$ cat src/rtl/regfile_sb_pkg.sv
// Shared constants for the scoreboarded register file: FSM encoding and default widths.
package regfile_sb_pkg;

  localparam int unsigned DEF_DATA_W = 32;
  localparam int unsigned DEF_ADDR_W = 5;

  localparam logic [0:0] ST_CLEAR = 1'b0;
  localparam logic [0:0] ST_RUN   = 1'b1;

endpackage

$ cat src/rtl/regfile_sb_rdport.sv
// One combinational read port: zero-register check, write bypass and busy lookup.
module regfile_sb_rdport
  import regfile_sb_pkg::*;
#(
  parameter int unsigned DATA_W   = DEF_DATA_W,
  parameter int unsigned ADDR_W   = DEF_ADDR_W,
  parameter int unsigned ZERO_REG = 1
) (
  input  logic                   run_i,
  input  logic [ADDR_W-1:0]      addr_i,
  input  logic                   we_i,
  input  logic [ADDR_W-1:0]      wr_addr_i,
  input  logic [DATA_W-1:0]      wr_data_i,
  input  logic [DATA_W-1:0]      entry_i,
  input  logic [2**ADDR_W-1:0]   busy_vec_i,
  output logic [DATA_W-1:0]      data_o,
  output logic                   busy_o
);

  logic is_zero;
  logic bypass;

  assign is_zero = (ZERO_REG != 0) && (addr_i == '0);
  assign bypass  = we_i && (wr_addr_i == addr_i);

  always_comb begin
    data_o = '0;
    busy_o = 1'b0;
    if (run_i && !is_zero) begin
      // A same-cycle writeback both supplies the value and resolves the hazard.
      if (bypass) begin
        data_o = wr_data_i;
      end else begin
        data_o = entry_i;
        busy_o = busy_vec_i[addr_i];
      end
    end
  end

endmodule

$ cat src/rtl/regfile_sb.sv
// Register file with write bypass, per-register busy scoreboard and post-reset clear sweep.
module regfile_sb
  import regfile_sb_pkg::*;
#(
  parameter int unsigned DATA_W   = DEF_DATA_W,
  parameter int unsigned ADDR_W   = DEF_ADDR_W,
  parameter int unsigned NUM_RD   = 2,
  parameter int unsigned ZERO_REG = 1
) (
  input  logic                     clk,
  input  logic                     reset,
  output logic                     ready,
  input  logic [NUM_RD*ADDR_W-1:0] rd_addr,
  output logic [NUM_RD*DATA_W-1:0] rd_data,
  output logic [NUM_RD-1:0]        rd_busy,
  input  logic                     we,
  input  logic [ADDR_W-1:0]        wr_addr,
  input  logic [DATA_W-1:0]        wr_data,
  input  logic                     claim,
  input  logic [ADDR_W-1:0]        claim_addr
);

  localparam int unsigned DEPTH = 2 ** ADDR_W;

  logic [0:0]        state_q, state_d;
  logic [ADDR_W-1:0] clr_cnt_q, clr_cnt_d;
  logic [DEPTH-1:0]  busy_q, busy_d;
  logic [DATA_W-1:0] mem_q [DEPTH];

  logic run;
  logic wr_ok;
  logic claim_ok;

  assign run      = (state_q == ST_RUN);
  assign ready    = run;
  assign wr_ok    = run && we && !((ZERO_REG != 0) && (wr_addr == '0));
  assign claim_ok = run && claim && !((ZERO_REG != 0) && (claim_addr == '0));

  always_comb begin
    state_d   = state_q;
    clr_cnt_d = clr_cnt_q;
    if (!run) begin
      // Counter holds at the last entry so it never wraps within a sweep.
      if (clr_cnt_q == {ADDR_W{1'b1}}) begin
        state_d = ST_RUN;
      end else begin
        clr_cnt_d = clr_cnt_q + 1'b1;
      end
    end
  end

  // Claim is applied after the write so a new producer wins over a retiring one.
  always_comb begin
    busy_d = busy_q;
    if (wr_ok) begin
      busy_d[wr_addr] = 1'b0;
    end
    if (claim_ok) begin
      busy_d[claim_addr] = 1'b1;
    end
  end

  always_ff @(posedge clk) begin
    if (reset) begin
      state_q   <= ST_CLEAR;
      clr_cnt_q <= '0;
      busy_q    <= '0;
    end else begin
      state_q   <= state_d;
      clr_cnt_q <= clr_cnt_d;
      busy_q    <= busy_d;
    end
  end

  always_ff @(posedge clk) begin
    if (!reset) begin
      if (!run) begin
        mem_q[clr_cnt_q] <= '0;
      end else if (wr_ok) begin
        mem_q[wr_addr] <= wr_data;
      end
    end
  end

  for (genvar i = 0; i < NUM_RD; i++) begin : g_rd
    logic [ADDR_W-1:0] addr;
    assign addr = rd_addr[i*ADDR_W +: ADDR_W];

    regfile_sb_rdport #(
      .DATA_W   (DATA_W),
      .ADDR_W   (ADDR_W),
      .ZERO_REG (ZERO_REG)
    ) u_rdport (
      .run_i      (run),
      .addr_i     (addr),
      .we_i       (we),
      .wr_addr_i  (wr_addr),
      .wr_data_i  (wr_data),
      .entry_i    (mem_q[addr]),
      .busy_vec_i (busy_q),
      .data_o     (rd_data[i*DATA_W +: DATA_W]),
      .busy_o     (rd_busy[i])
    );
  end

endmodule

$ cat config.mk
export PLATFORM = sky130hd
export DESIGN_NAME = regfile_sb
export DESIGN_NICKNAME = d
export VERILOG_FILES = /design/src/rtl/regfile_sb_pkg.sv /design/src/rtl/regfile_sb_rdport.sv /design/src/rtl/regfile_sb.sv
export SDC_FILE = /design/constraint.sdc
export NUM_CORES = 1
export LEC_CHECK = 0
export CORE_MARGIN = 2
export CORE_UTILIZATION = 30
export CTS_CLUSTER_DIAMETER = 60
export DETAILED_ROUTE_END_ITERATION = 12
export PLACE_DENSITY = 0.43
export SYNTH_ARGS = -nofsm -noshare
export SYNTH_HDL_FRONTEND = slang
export SYNTH_SLANG_ARGS = --single-unit
$ cat constraint.sdc
create_clock -name clk -period 8.21 [get_ports clk]
set_input_delay 2.0525 -clock clk [delete_from_list [all_inputs] [get_ports clk]]
set_output_delay 2.0525 -clock clk [all_outputs]
set_load 0.05 [all_outputs]
* Word-level counts from Yosys, hierarchy flattened
Memory sizes are Yosys's and may differ from the RTL's.
Index checks and enable logic that the tools add are counted.
** Word-level totals
- Register bits :: 38
- Bits in latches :: 0
- Memory bits (writable) :: 1024
- Memory bits (read-only) :: 0
- Bits of input ports :: 56
- Output and inout port bits :: 67
- Logic and storage cells :: 69
- Memories :: 1
** Memory list
- mem_q :: depth 32, bits a word 32, read ports 2, clocked after Yosys merged registers in 0, wr ports 1, line regfile_sb.sv:28 : logic [DATA_W-1:0] mem_q [DEPTH];
** Operators by class
- $add $sub $neg :: 1
- $mul :: 0
- Divide/modulo/power cells :: 0
- Magnitude comparators :: 6
- Eq/ne operators :: 3
- Shift-type cells :: 0
- Mux-type cells :: 30
- Bitwise gates (word level) :: 5
- Reduce and logical (&&, ||, !) cells :: 20
** Operator list (count)
- $mux 32 :: 7
- $and 32x32->32 :: 1
- $not 32->32 :: 1
- $or 32x32->32 :: 1
- $reduce_or 32->1 :: 1
- $lt 5x6->1 const B :: 4
- $logic_not 5->1 :: 4
- $mux 1 :: 18
- $bmux 1 s5 :: 2
- $demux 1 s5 :: 2
- $eq 5x5->1 :: 2
- $ge 5x1->1 const B :: 2
- $logic_and 1x1->1 :: 10
- $add 5x1->5 const B :: 1
- $eq 5x5->1 const B :: 1
- $mux 5 :: 1
- $logic_not 1->1 :: 4
- $not 1->1 :: 2
- $reduce_and 2->1 :: 1

* Depth between registers and ports, before layout
- Depth in word-level cells :: 9
- Depth in mapped cells :: 10
- Gate-level depth less buffers :: 7

* By module
From an unflattened synthesis, not the netlist that was laid out.
** Unflattened totals
- Cell total of the unflattened synthesis :: 3882
- Area, all modules :: 52226.3 sq um
** By module, submodules not included
- regfile_sb :: instances 1, cells an instance 3648, area an instance 50362.1 sq um, seq. area each 31510.2 sq um
- regfile_sb_rdport :: instances 2, cells an instance 117, area an instance 932.1 sq um, seq. area each 0.0 sq um

* Least setup slack after synthesis
Ideal clock, no wire load.
- Kind :: in2out
- Start :: input rd_addr[0]
- End :: output rd_data[29]
- Arrival time :: 4380 ps
- Data required time :: 6157 ps
- Path slack :: 1778 ps
- Cell stages on the path :: 8
- Path buffers :: 4
- Path through :: buf_4 buf_6 buf_4 buf_2 mux2i_1 a221oi_1 a221oi_1 a211oi_1
** On the way
- Cells in the longest elaborated chain, start to end :: 4
- Elaborated cells between the ends (all ways) :: 8
- Classes of those cells :: eq/ne (1); mux (2); reduce/logical (4); memory (1)
** Ends and longest elaborated chain
- start, declared :: line regfile_sb.sv:13 : input logic [NUM_RD*ADDR_W-1:0] rd_addr,
- parallel branches: the longest is 3 deep, another holds $mem_v2 32x32
- $mux 32 (*) :: line regfile_sb_rdport.sv:29 : if (run_i && !is_zero) begin
- end, declared :: line regfile_sb.sv:14 : output logic [NUM_RD*DATA_W-1:0] rd_data,
Mark *: on every way between the ends.

* Final worst setup path
- Start :: input rd_addr[8]
- End :: output rd_data[48]
The elaborated chain is that of the path after synthesis.

==> flow_summary.yaml <==
layout:
  final_area_um2: 59500
  finalNetCount: 3084
  area_growth_pct: 17.7
  fillers: 15500
  drive_gt1_frac: 0.273
sta:
  fin_ws_ns: 0.719
  rsz0062_at_grt: "false"
  min_period_ns: 7.49
  clock_skew_ns: 0.0187
  slew_headroom: 0.159
  maxSlewViolCount: 0
  tightest_slew_ns: 1.26
  hold_viol: 0
  tns_ns: 0
  hold_ws_ns: 0.482
  setup_violations: 0
  fmax_mhz: 133
  min_period_over_period: 0.912
clock_tree:
  cts_setup_buffers: 0
  clock_latency_ns: 0.76
  clk_pin_slew_worst_paths_ns: 0.05
  cts_tree: "built"
  cts_buffers: 119
  cts-root-buf: "clkbuf_16"
  clkSinkCount: 1062
  h-tree-depth: 3
  post_cts_resized: 0
  postCtsHoldBufs: 0
  cts_buffer_depth: 3
routing:
  routedWlPerCell_um: 36.3
  drc: 0
  drt_iter0_markers: 3834
  ant_nets: 0
  firstDrtPassIters: 6
  totalWireLength_um: 193000
  vias: 31600
  vias_per_cell: 5.92
synthesis:
  synth_area_um2: 50600
  synth_cell_types: 59
  synth.most_common_cell: "edfxtp_1"
  synth_seq_cells: 1062
  synth_top_area_frac: 0.608
  synth_top_area_cell: "edfxtp_1"
  synth-edff-count: 1024
  seq_area_frac_synth: 0.623
  synth_commonest_cells: "1024 x edfxtp_1, 402 x mux4_2, 264 x mux2i_1"
  synthesis.nets: 2951
  synth-main-ff-cell: "edfxtp_1"
  syn_inst: 2893
  async_reset_ff_frac: 0
  synth_warnings: 0
  synthTopCellsByArea: "edfxtp_1 61%, mux4_2 18%, mux2i_1 5.2%"
  synth.avg_cell_area_um2: 17.5
floorplanning:
  rows: 150
  chipHeight_um: 415
  core-area_um2: 167000
  start_util: 0.302
  fp.dieW_um: 415
  boundaryPins: 123
  dieArea_um2: 172000
hold_path:
  hp-start: "busy_q[0]$_SDFF_PP0_"
  hold_class: "flop to flop"
placement:
  placed_area_um2: 55600
  place_congestion: 0.797
  port_buffers: 122
  pre_cts_ws_ns: 0.661
  hpwl_um: 113000
global_routing:
  grt_pass1_wl_um: 266000
  grt_max_degree: 86
  grt_pass1_vias: 32300
  grt.overflow.total: 0
  antenna_found_initial: 6
  grt.total_usage: 0.221
critical_path:
  endpoint_kind: "output port"
  rr_startpoint: "ready$_SDFF_PP0_"
  cp_max_fo: 21
  crit_arrival_ns: 5.44
  start_kind: "primary input"
  cp-startpoint: "rd_addr[8]"
  r2r_setup_slack_ns: 3.44
  required_ns: 6.16
  crit_type: "primary input to output port"
flow_run:
  drv_cap: 0
power_and_ir_drop:
  power_mw: 12.3
  power_density_nw_per_um2: 207
  p_leak_nw: 17.9
  peakVddDrop_mv: 0.168
outcome:
  status: "completed"
-- cells in the final DEF, fill, tap and decap left out, types with 36 or more instances in the layout --
cell type,n
clkdlybuf4s50_1,49
mux2i_1,264
buf_12,95
a21oi_1,74
buf_4,108
dfxtp_1,38
edfxtp_1,1024
a22o_1,58
a221oi_1,64
clkbuf_16,120
mux4_2,402
a211oi_1,74
nor2b_1,47
a22oi_1,72
nand2_1,146
o21ai_0,69
nor2_4,36
-- worst paths after layout --
path                            end  cells past startpoint
max reg2reg  mem_q[30][8]$_DFFE_PP_                      7
max                     rd_data[48]                      8
min reg2reg    busy_q[0]$_SDFF_PP0_                      1
min            busy_q[0]$_SDFF_PP0_                      1
-- critical path, stage by stage --
cell	delay, ns
clkdlybuf4s50_1	0.58
buf_4	0.36
and2_2	0.91
a22o_1	0.29
a211oi_1	0.06
a21oi_1	0.70
a22o_1	0.30
buf_12	0.15
-- per-layer routing --
| metal | up-vias | wire, µm | GRT usage |
|---|---|---|---|
| met4 | 2 | 4510 | 0.0503 |
| met1 | 17300 | 84600 | 0.315 |
| li1 | 12600 | - | - |
| met5 | - | 18 | 0 |
| met2 | 1425 | 90000 | 0.352 |
| met3 | 246 | 14200 | 0.0371 |
-- per-stage QoR --
step	std cells	util
5_1_grt	5330	0.356
6_report	5332	0.356
4_1_cts	5330	0.356
3_5_place_dp	5109	0.332
2_1_floorplan	2893	-
3_3_place_gp	5109	0.332
-- state kept, by name, indices dropped and copies added (netlist names) --
signal     count
mem_q       1024
clr_cnt_q      5
busy_q        32
ready          1
-- area by class of cell --
type | instances | area, µm² | share of cell area
repair buffers | 258 | 3280 | 0.0552
diodes | 2 | 5.00 | 0.0000841
flip-flops and latches | 1062 | 31500 | 0.530
well taps | 2204 | 2760 | 0.0463
multi-input cells | 1580 | 18000 | 0.303
inverters | 5 | 20.0 | 0.000336
clock buffers | 141 | 3080 | 0.0518
clock inverters | 80 | 847 | 0.0142
-- logic make-up after synthesis --
group	Yosys count	synth area share
flops	1062	0.623
xor+xnor	13	0.00225
buf+inv	251	0.0271
mux	670	0.232
fa+ha+maj	2	0.000495
simple gates	337	0.0322
compound gates	558	0.0827
-- power by group --
part	leakage (nW)	internal (mW)	switching [mW]	total [mW]
logic	7.28	0.348	0.565	0.913
registers	8.70	5.89	0.0180	5.91
clock network	1.93	3.17	2.30	5.47
Power figures use the tool's default switching activity.
